===== config.mk =====
export PLATFORM = sky130hd
export DESIGN_NAME = stopwatch_ctrl
export DESIGN_NICKNAME = d
export VERILOG_FILES = /design/src/rtl/stopwatch_ctrl.sv
export SDC_FILE = /design/constraint.sdc
export NUM_CORES = 1
export LEC_CHECK = 0
export BUFFER_PORTS_ARGS = -buffer_cell sky130_fd_sc_hd__clkbuf_2
export CAP_MARGIN = 20
export CELL_PAD_IN_SITES_DETAIL_PLACEMENT = 2
export CELL_PAD_IN_SITES_GLOBAL_PLACEMENT = 2
export CORE_AREA = 2 2 120 122
export DETAILED_ROUTE_END_ITERATION = 8
export DIE_AREA = 0 0 122 124
export GPL_TIMING_DRIVEN = 0
export PLACE_DENSITY = 0.77
export SYNTH_ARGS = -nofsm -noshare
export SYNTH_HDL_FRONTEND = slang
export SYNTH_SLANG_ARGS = --single-unit

===== constraint.sdc =====
create_clock -name clk -period 2.6 [get_ports clk]
set_input_delay 0.52 -clock clk [delete_from_list [all_inputs] [get_ports clk]]
set_output_delay 0.52 -clock clk [all_outputs]
set_load 0.05 [all_outputs]

===== src/rtl/stopwatch_ctrl.sv =====
// Stopwatch control sequencer: button debounce, run/lap/pause FSM, 1 Hz count clock, display mux.
// Optional STOPWATCH_AUTOSTOP_EN pauses the stopwatch instead of wrapping past 59:59.
module stopwatch_ctrl #(
    parameter int unsigned CLK_HZ     = 50_000_000,
    parameter int unsigned DB_CYCLES  = 1_000_000,
    parameter int unsigned CLR_CYCLES = 4
) (
    input  logic        clk,
    input  logic        rstn,
    input  logic        btn_ss,
    input  logic        btn_lc,
    input  logic [15:0] bcd_in,
    output logic        clk1hz_o,
    output logic        actv_o,
    output logic        tmr_rstn_o,
    output logic [15:0] disp_bcd,
    output logic        lap_vld,
    output logic [2:0]  state_o
);

    localparam int unsigned PRE_W = $clog2(CLK_HZ);
    localparam int unsigned DB_W  = $clog2(DB_CYCLES + 1);
    localparam int unsigned CLR_W = $clog2(CLR_CYCLES + 1);

    localparam logic [PRE_W-1:0] PRE_MAX  = PRE_W'(CLK_HZ - 1);
    localparam logic [PRE_W-1:0] PRE_HALF = PRE_W'(CLK_HZ / 2 - 1);
    localparam logic [DB_W-1:0]  DB_MAX   = DB_W'(DB_CYCLES - 1);
    localparam logic [CLR_W-1:0] CLR_MAX  = CLR_W'(CLR_CYCLES - 1);

    typedef enum logic [2:0] {
        StClear = 3'd0,
        StIdle  = 3'd1,
        StRun   = 3'd2,
        StLap   = 3'd3,
        StPause = 3'd4
    } state_e;

    // ------------------------------------------------------------------
    // Debounce: bit 0 = start/stop, bit 1 = lap/clear
    // ------------------------------------------------------------------
    logic [1:0]      w_btn;
    logic [1:0]      r_sync0;
    logic [1:0]      r_sync1;
    logic [1:0]      r_stb;
    logic [DB_W-1:0] r_db_cnt [2];
    logic [1:0]      w_press;
    logic            w_ss;
    logic            w_lc;

    assign w_btn = {btn_lc, btn_ss};

    always_ff @(posedge clk or negedge rstn) begin
        if (!rstn) begin
            r_sync0 <= '0;
            r_sync1 <= '0;
            r_stb   <= '0;
            for (int i = 0; i < 2; i++) begin
                r_db_cnt[i] <= '0;
            end
        end else begin
            r_sync0 <= w_btn;
            r_sync1 <= r_sync0;
            for (int i = 0; i < 2; i++) begin
                if (r_sync1[i] != r_stb[i]) begin
                    if (r_db_cnt[i] == DB_MAX) begin
                        r_stb[i]    <= r_sync1[i];
                        r_db_cnt[i] <= '0;
                    end else begin
                        r_db_cnt[i] <= r_db_cnt[i] + 1'b1;
                    end
                end else begin
                    r_db_cnt[i] <= '0;
                end
            end
        end
    end

    // Press pulse fires in the cycle whose edge flips the stable level 0->1.
    always_comb begin
        w_press = '0;
        for (int i = 0; i < 2; i++) begin
            w_press[i] = r_sync1[i] & ~r_stb[i] & (r_db_cnt[i] == DB_MAX);
        end
    end

    assign w_ss = w_press[0];
    assign w_lc = w_press[1] & ~w_press[0];

    // ------------------------------------------------------------------
    // FSM, prescaler and registered outputs
    // ------------------------------------------------------------------
    state_e           r_state;
    state_e           w_state_d;
    logic [CLR_W-1:0] r_clr_cnt;
    logic [CLR_W-1:0] w_clr_cnt_d;
    logic [15:0]      r_lap;
    logic [15:0]      w_lap_d;
    logic [PRE_W-1:0] r_pre;
    logic [PRE_W-1:0] w_pre_d;
    logic             r_clk1hz;
    logic             w_clk1hz_d;
    logic             r_actv;
    logic             r_lap_vld;
    logic             r_tmr_rstn;
    logic             w_counting;

    assign w_counting = (r_state == StRun) || (r_state == StLap);

    always_comb begin
        w_state_d   = r_state;
        w_clr_cnt_d = r_clr_cnt;
        w_lap_d     = r_lap;
        w_pre_d     = r_pre;
        w_clk1hz_d  = r_clk1hz;

        unique case (r_state)
            StClear: begin
                w_lap_d = '0;
                if (r_clr_cnt == CLR_MAX) begin
                    w_state_d   = StIdle;
                    w_clr_cnt_d = '0;
                end else begin
                    w_clr_cnt_d = r_clr_cnt + 1'b1;
                end
            end
            StIdle: begin
                if (w_ss) begin
                    w_state_d = StRun;
                end else if (w_lc) begin
                    w_state_d = StClear;
                end
            end
            StRun: begin
                if (w_ss) begin
                    w_state_d = StPause;
                end else if (w_lc) begin
                    w_state_d = StLap;
                    w_lap_d   = bcd_in;
                end
            end
            StLap: begin
                if (w_ss) begin
                    w_state_d = StPause;
                end else if (w_lc) begin
                    w_state_d = StRun;
                end
            end
            StPause: begin
                if (w_ss) begin
                    w_state_d = StRun;
                end else if (w_lc) begin
                    w_state_d = StClear;
                end
            end
            default: begin
                w_state_d   = StClear;
                w_clr_cnt_d = '0;
            end
        endcase

        // Prescaler runs while the counter runs, freezes in PAUSE, else parked at zero.
        if (w_counting) begin
            w_pre_d = (r_pre == PRE_MAX) ? '0 : r_pre + 1'b1;
            if (r_pre == PRE_MAX) begin
                w_clk1hz_d = 1'b1;
            end else if (r_pre == PRE_HALF) begin
                w_clk1hz_d = 1'b0;
            end
        end else if (r_state != StPause) begin
            w_pre_d    = '0;
            w_clk1hz_d = 1'b0;
        end

`ifdef STOPWATCH_AUTOSTOP_EN
        // At 59:59 the rising edge that would roll the counter is swallowed.
        if (w_counting && (r_pre == PRE_MAX) && (bcd_in == 16'h5959)) begin
            w_pre_d    = '0;
            w_clk1hz_d = 1'b0;
            w_state_d  = StPause;
            w_lap_d    = r_lap;
        end
`endif
    end

    always_ff @(posedge clk or negedge rstn) begin
        if (!rstn) begin
            r_state    <= StClear;
            r_clr_cnt  <= '0;
            r_lap      <= '0;
            r_pre      <= '0;
            r_clk1hz   <= 1'b0;
            r_actv     <= 1'b0;
            r_lap_vld  <= 1'b0;
            r_tmr_rstn <= 1'b0;
        end else begin
            r_state    <= w_state_d;
            r_clr_cnt  <= w_clr_cnt_d;
            r_lap      <= w_lap_d;
            r_pre      <= w_pre_d;
            r_clk1hz   <= w_clk1hz_d;
            r_actv     <= (w_state_d == StRun) || (w_state_d == StLap);
            r_lap_vld  <= (w_state_d == StLap);
            r_tmr_rstn <= (w_state_d != StClear);
        end
    end

    assign clk1hz_o   = r_clk1hz;
    assign actv_o     = r_actv;
    assign tmr_rstn_o = r_tmr_rstn;
    assign lap_vld    = r_lap_vld;
    assign state_o    = r_state;
    assign disp_bcd   = (r_state == StLap) ? r_lap : bcd_in;

endmodule

==> results by stage, run 1 <==
Outcome:
- The flow ran to the end, and the final reports show no timing, DRC or antenna violations.

Detailed routing:
- After detailed routing, the total wire length is approximately 14 mm.
- The count of nets left with antenna violations once routing finished came out at 0.
- The routed length per placed instance is 17.8 um.
- The highest routing layer actually used is met4.
- After detailed routing, the met3 layer carries 333 um of wire.
- The number of vias per cell after detailed routing is 5.42.
- In the detailed route, the total length drawn on met2 is 6.99 mm.
- For this block, wires on met1 add up to around 6.3 mm.
- In the routed design, unresolved DRC markers number 0.
- The first detailed-routing pass took 4 iterations.
- The vias after detailed routing is between 4,000 and 5,000.
- The first routing iteration left 173 violations.

GRT:
- The first global-routing pass estimated 23.7 mm of wire.
- After global routing the overflow that remains totals 0.
- The initial antenna violation count is 0.
- The number of global-route vias before repair is between 4,000 and 5,000.
- In the global route stage, overall resource usage came out at 19.9%.
- Entering global routing, the biggest net connects 58 pins.

Clock tree:
- The number of buffers created by CTS is 9.
- The clock transition at the registers of the reported paths is 0.07 ns.
- The count of clock tree sinks is 98.
- The clock tree root buffer cell is sky130_fd_sc_hd__clkbuf_16.
- CTS built an H-tree with a depth of 3.
- The later-pin clock latency in the skew report is 0.35 ns.
- The clock tree from TritonCTS is yes.
- The clock tree buffer depth is 2.
- The number of buffers inserted by hold repair at cts is 0.

Power:
- The proportion of power drawn by combinational gates is 5.1%.
- Internal power comes to 0.00244 W.
- Per report_power, the clock group accounts for 46.4% of the total.
- The largest voltage drop on the vdd net is 0.268 mV.
- The total power divided by cell area is 532 nW/um^2.
- The leakage component of the power is ~2.5 nW.
- The overall power after layout is 0.00318 W.
- The switching power share of the total is 23.1%.
- The net load switching power is ~0.00073 W.
- The share of total power dissipated in sequential elements is 48.5%.

Synth:
- In the synthesized netlist, the cells that appear most often are sky130_fd_sc_hd__dfrtp_1 (98), sky130_fd_sc_hd__nor2_1 (72), sky130_fd_sc_hd__nand2_1 (66).
- Synthesis produced a netlist whose cell count is 540.
- The area share of the largest cell type after synthesis is around 47%.
- The area of the mapped netlist is 5170 sq um.
- The number of nets in the synthesized netlist is 566.
- The number of warnings printed during yosys synthesis is 0.
- Of all cell types, the one taking the most synthesized area is sky130_fd_sc_hd__dfrtp_1.
- The mean instance size in the synthesized netlist is roughly 9.6 sq um.
- The share of synthesized registers carrying an async set or reset is 100%.
- After synthesis, the netlist uses 55 different library cells.
- By area the synthesized netlist is led by sky130_fd_sc_hd__dfrtp_1 (47%), sky130_fd_sc_hd__xor2_1 (5.4%), sky130_fd_sc_hd__nor2_1 (5.2%), sky130_fd_sc_hd__nand2_1 (4.8%), sky130_fd_sc_hd__xnor2_1 (3.7%).
- The number of flops mapped to enable cells by yosys is 0.
- Of the synthesized area, sequential elements account for between 40 and 50%.
- The post-synthesis sequential element count is 98.
- The flip-flop cell with the highest count after synthesis is sky130_fd_sc_hd__dfrtp_1.
- In the post-synthesis netlist, the cell with the most instances is sky130_fd_sc_hd__dfrtp_1.

Worst setup path:
- The worst register-to-register path begins at r_db_cnt[20].
- By instance count, the cell type seen most on the critical path is sky130_fd_sc_hd__buf_2.
- The nature of the critical path startpoint is a flip-flop.
- The critical path startpoint is state_o[1].
- The slowest stage cell on the critical path is sky130_fd_sc_hd__dfrtp_1.
- The arrival time reported for the critical path endpoint is 1.95 ns.
- The endpoint required time on the critical path is around 2.1 ns.
- The delay contributed by the slowest stage of the critical path is between 0.3 and 0.4 ns.
- The cell family with the largest share of critical-path delay is buffers and inverters.
- In this run the worst path has a maximum fanout of 10.
- The signal on the critical path passes through buf_2 > nor2b_4 > nand2_1 > buf_2 > o21ai_1 > clkbuf_4.
- In this run the register-to-register setup slack is 0.24 ns.
- The critical setup path kind is flip-flop to output port.
- The worst setup path is captured at an output port.
- The sum of buffers and inverters on the critical path is 3.

STA:
- The slew at the pin with the worst max-slew slack is 0.886 ns.
- The number of max-slew violations in the final report is 0.
- The share of the cycle needed by the critical path after routing is between 90% and 100%.
- The number of hold violations in the final report is 0.
- Setup violations remaining at the end of the flow were counted as 0.
- The worst clock skew on the final layout is 0.00954 ns.
- The upper clock frequency limit is 0.405 GHz.
- Setup repair after global routing left no endpoint under its margin.
- The worst path in the final design needs a cycle of 2.47 ns, including I/O delays and setup.
- The worst pin sits at a relative slew slack of between 40% and 50%.

Worst hold path:
- The classification of the worst-slack hold path is primary input to async pin.

Place:
- The HPWL after detailed placement is 9.90 mm.
- In this run the tool buffered the top-level ports with 42 buffer cells.
- The number of placed instances with taps included is 763.
- The routability-driven placement congestion ratio is just under 0.8.

Die:
- The area of the core region is 13,700 sq um.
- In this run the core area contains 43 standard-cell rows.
- Measured along the x axis, the die boundary spans 122 um.
- For this configuration, the core starts out at a cell density of between 30 and 40%.
- The area enclosed by the die boundary is about 15,000 sq um.
- The height of the die is ~120 um.
- 43 I/O pins were placed.

Flow run:
- Max-cap violations in this run came to 0.

Finish:
- The share of cells above drive strength 1 is 14.7%.
- The synthesis-to-layout area growth is 15.7%.
- The repair_antennas step left the layout with diodes totalling 0.
- The final net count is between 600 and 700.
- The filler cells instantiated in the layout total 1,504.
- The number of standard cells in the final layout excluding fillers is between 700 and 800.
-- power by group through the flow --
stage | combinational, W | sequential (W) | clock (W)
floorplan | 0.0000842 | 0.00157 | 0
global placement | 0.000153 | 0.00157 | 0
detailed placement | 0.000165 | 0.00157 | 0
CTS | 0.000167 | 0.00154 | 0.00151
global route | 0.000181 | 0.00154 | 0.00157
finish | 0.000162 | 0.00154 | 0.00147
-- area by class of cell --
class / instances / area, sq um / share of cell area [%]
clock buffer: 11 / 243 / 4.06
tap: 180 / 225 / 3.77
multi-input combinational: 396 / 2510 / 42.1
clock inverter: 4 / 76.3 / 1.28
inverter: 26 / 97.6 / 1.63
timing repair buffer: 43 / 253 / 4.23
buffer: 20 / 115 / 1.93
sequential: 98 / 2450 / 41.0
-- through the flow --
stage	instance area (sq um)	setup TNS, ns	setup WS [ns]	util [%]	hold WS (ns)
6_report	5980	0	0.131	43.6	0.195
5_1_grt	5980	0	0.00415	43.6	0.261
4_1_cts	5970	0	0.0293	43.5	0.237
3_5_place_dp	5630	0	0.0581	41.0	0.363
3_3_place_gp	5600	-35.16	-0.369	40.8	0.363
2_1_floorplan	5170	-1.74	-0.110	-	0.224
-- flip-flops by register name (all words and copies together), names as in the netlist --
| register | count |
|---|---|
| r_db_cnt | 40 |
| r_pre | 26 |
| r_lap | 16 |
| r_clr_cnt | 3 |
| state_o | 3 |
| r_stb | 2 |
| r_sync0 | 2 |
| r_sync1 | 2 |
| actv_o | 1 |
| clk1hz_o | 1 |
| lap_vld | 1 |
| tmr_rstn_o | 1 |
-- path summary, 6_finish.rpt --
kind / endpoint / depth (start not counted)
hold / removal: r_db_cnt[20] / 1
hold reg to reg: r_sync1[1] / 0
setup reg to reg: r_lap[11] / 8
setup / recovery: disp_bcd[7] / 6
max in group asynchronous: state_o[2] / 2
min in group clk: r_sync0[0] / 1
-- kinds of logic after synthesis --
family          count (synthesis)  synth area share, %
buf+inv                        46                 4.00
xor+xnor                       54                 9.15
flops                          98                 47.5
simple gates                  249                 24.9
compound gates                 65                 8.65
mux                            22                 4.34
fa+ha+maj                       6                 1.45
-- per-layer routing --
metal | GRT usage (%) | vias to the layer above
li1 | - | 1977
met1 | 25.4 | 2180
met2 | 34.7 | 45
met3 | 3.21 | 14
met4 | 5.82 | 0
met5 | 0 | -
-- placed cells by master, fill, tap and decap left out, drive strengths merged, types with 6 or more instances in the layout --
cell / instances
nand2: 66
dfrtp: 98
o21ai: 25
nand4: 21
nor2: 74
nand3: 24
buf: 16
nor3: 7
xnor2: 22
nor4: 8
a22o: 18
a31oi: 6
ha: 6
inv: 25
a21oi: 7
clkbuf: 58
and3: 12
and4: 8
mux2i: 19
xor2: 32
-- repair_timing --
item | in CTS | in global routing
gates resized for setup | 10 | 10
cloned | 0 | 0
endpoints found under the hold margin | 0 | 0
buffers inserted | 0 | 0
setup endpoints to repair | 16 | 15
(Power assumes the default switching activity.)
==> run 2, diff against run 1 <==
- clock period: 2.6 -> 2.7 ns (I/O delays scaled with it)
==> run 2 against run 1 <==
Via count decreased by 0.64%. Utilization increased by 0.54 points. Setup slack got worse by 0.0038 ns. Power increased by 4.7%. Global-route usage increased by 0.45 points. Hold slack improved by 0.092 ns.
==> results by stage, run 2 (synthesis gave the netlist of run 1 again) <==
Outcome:
- Run status: finished clean (unchanged).

Finish:
- The area taken by flip-flops and latches is 2450 sq um (about the same).
- The register containing the most flip-flops in the final layout is r_db_cnt (unchanged).
- The most common cell after layout, fill and taps aside is sky130_fd_sc_hd__dfrtp_1 (unchanged).
- The number of antenna repair diodes is 0 (unchanged).
- Registers with the highest flip-flop counts: r_db_cnt: 40 flops, r_pre: 26 flops, r_lap: 16 flops (unchanged).
- The final net count is 620 (unchanged).
- The share of cells above drive strength 1 is 15.4% (was 14.7%).
- The number of flip-flops in the largest register is 40 (unchanged).
- The synthesis-to-layout area growth is 17.1% (was 15.7%).
- The count of fill cells added during filler insertion was 1,488 (was 1,504).
- The area used by multi-input combinational logic is 2530 sq um (was 2510 sq um).
- Most used cells in the layout excluding fill and tap cells: sky130_fd_sc_hd__dfrtp_1 (98), sky130_fd_sc_hd__nor2_1 (72), sky130_fd_sc_hd__nand2_1 (66) (was sky130_fd_sc_hd__dfrtp_1 (97), sky130_fd_sc_hd__nor2_1 (72), sky130_fd_sc_hd__nand2_1 (66)).

Clock tree:
- The number of buffers added for setup after CTS is 0 (unchanged).
- The depth of the CTS H-tree is 3 (unchanged).
- The clock tree buffer depth was 2 (unchanged).
- The clock tree root buffer cell is sky130_fd_sc_hd__clkbuf_16 (unchanged).
- The count of cells resized by post-cts repair came to 7 (was 10).
- The number of buffers inserted by hold repair at cts is 0 (unchanged).
- The clock tree from TritonCTS is yes (unchanged).
- The count of clock tree sinks came to 98 (unchanged).
- The number of buffers created by CTS is 9 (unchanged).
- The later-pin clock latency in the skew report is 0.36 ns (was 0.35 ns).
- The clock transition at the registers of the reported paths is 0.07 ns (about the same).

STA:
- The post-route minimum period is 2.57 ns.
- The max-slew headroom at the worst pin is 44.3% (was 40.4%).
- The worst clock skew on the final layout was 0.00523 ns (was 0.00954 ns).
- The slack of the critical path was 0.127 ns (was 0.131 ns).
- The number of setup violations in the final report is 0 (unchanged).
- The share of the cycle needed by the critical path after routing is 95.3%.
- The slew at the pin with the worst max-slew slack is 0.828 ns (was 0.886 ns).
- The number of hold violations in the final report is 0 (unchanged).
- The worst hold margin is 0.286 ns (was 0.195 ns).
- For this run, the top clock speed supported by timing is 0.389 GHz.
- The number of max-slew violations in the final report came to 0 (unchanged).
- RSZ-0062 raised after global routing: no (unchanged).

Worst setup path:
- The delay contributed by the slowest stage of the critical path came to 0.34 ns (about the same).
- The capturing element type of the critical path is an output port (unchanged).
- The cell repeated most along the worst path was sky130_fd_sc_hd__clkbuf_2 (was sky130_fd_sc_hd__buf_2).
- The nature of the critical path startpoint is a flip-flop (unchanged).
- The critical setup path kind is flip-flop to output port (unchanged).
- Worst path cell trace: buf_2 > nor2b_4 > nand2_1 > clkbuf_2 > o21ai_0 > clkbuf_2 (was buf_2 > nor2b_4 > nand2_1 > buf_2 > o21ai_1 > clkbuf_4).
- The endpoint required time on the critical path is 2.16 ns (was 2.08 ns).
- The biggest fanout along the worst timing path was 10 (unchanged).
- The setup slack of the most critical reg-to-reg path is 0.39 ns (was 0.24 ns).
- The arrival time reported for the critical path endpoint is 2.03 ns (was 1.95 ns).
- The slowest stage cell on the critical path is sky130_fd_sc_hd__dfrtp_1 (unchanged).

Detailed routing:
- The routed length per placed instance came to 18.1 um (was 17.8 um).
- The vias after detailed routing came to 4,189 (was 4,216).
- The number of vias per cell after detailed routing is 5.38 (was 5.42).
- The iteration-0 DRC count of the detailed router is 125 (was 173).
- The remaining antenna violation count after routing is 0 (unchanged).
- The number of remaining DRC errors is 0 (unchanged).
- The total detailed-routing wirelength is 14.1 mm (was 13.9 mm).
- The first-pass iteration count of the detailed router is 4 (unchanged).

Place:
- The number of I/O port buffers was 42 (unchanged).
- The HPWL after detailed placement is 9.88 mm (was 9.90 mm).
- The routability-driven placement congestion ratio is 0.788 (was 0.776).
- The pre-CTS setup slack is 0.0848 ns (was 0.0581 ns).

Power:
- The total power divided by cell area is 550 nW/um^2 (was 532 nW/um^2).
- The leakage component of the power was 2.57 nW (was 2.52 nW).
- The largest voltage drop on the vdd net is 0.294 mV (was 0.268 mV).

GRT:
- The number of global-route vias before repair is 4,684 (was 4,584).
- The overall track demand over capacity in global routing is 20.3% (was 19.9%).
- The global-route wire length before repair came to 24.3 mm (was 23.7 mm).
- The pin count of the biggest net entering global routing is 57 (was 58).
- The initial antenna violation count is 0 (unchanged).
- The final global-route overflow total came to 0 (unchanged).

Die:
- The area enclosed by the die boundary came to 15,100 sq um (unchanged).
- The area of the core region came to 13,700 sq um (unchanged).
- The top-level I/O count was 43 (unchanged).
- The height of the die is 124 um (unchanged).
- The count of standard-cell rows is 43 (unchanged).
- The starting density of the core was 37.7% (unchanged).
- The overall die width came to 122 um (unchanged).

Flow run:
- The count of maximum capacitance violations is 0 (unchanged).

Worst hold path:
- The classification of the worst-slack hold path is primary input to flip-flop (was primary input to async pin).
==> run 2: where the power goes <==
| part | switching, W | internal [W] |
|---|---|---|
| Combinational | 0.000115 | 0.0000403 |
| Clock | 0.000590 | 0.00109 |
| Sequential | 0.00000847 | 0.00148 |
| Total | 0.000714 | 0.00261 |
==> run 2: routing by layer <==
layer	GRT usage, %	part of all wire (%)	vias to the layer above
li1	-	-	1978
met1	26.4	46	2147
met2	34.8	50	49
met3	2.56	2.4	15
met4	7.26	1.8	0
met5	0	0	-
==> run 2: worst paths after layout <==
| path | start | endpoint | cells after the start |
|---|---|---|---|
| min in group asynchronous | rstn | r_db_cnt[17] | 1 |
| max in group asynchronous | rstn | r_pre[5] | 2 |
| setup / recovery | state_o[1] | disp_bcd[8] | 6 |
| setup reg to reg | r_db_cnt[20] | r_lap[12] | 8 |
| hold / removal | btn_ss | r_sync0[0] | 1 |
| hold reg to reg | r_sync0[1] | r_sync1[1] | 0 |
==> run 2: stage by stage <==
step / TNS [ns] / utilization [%] / total power, W / cells / area, sq um
after floorplan: -3.78 / - / 0.00159 / 540 / 5180
after global placement: -25.12 / 41.0 / 0.00166 / 762 / 5620
after detailed placement: 0 / 41.2 / 0.00167 / 763 / 5650
after CTS: 0 / 44.1 / 0.00337 / 779 / 6050
after global routing: 0 / 44.1 / 0.00344 / 779 / 6050
final: 0 / 44.1 / 0.00333 / 779 / 6050
==> run 2: final cells by class <==
class                           instances  area share (%)
Multi-Input combinational cell        396            41.9
Sequential cell                        98            40.5
Timing Repair Buffer                   43            4.05
Clock buffer                           11            3.85
Tap cell                              180            3.72
Clock inverter                          5            2.48
Buffer                                 20            1.90
Inverter                               26            1.61
==> run 2: worst max-delay path, delay by kind of cell (launching register included) <==
kind / cells / cell delay [ns]
compound gates: 1 / 0.20
buf+inv: 3 / 0.72
flops: 1 / 0.34
simple gates: 2 / 0.40
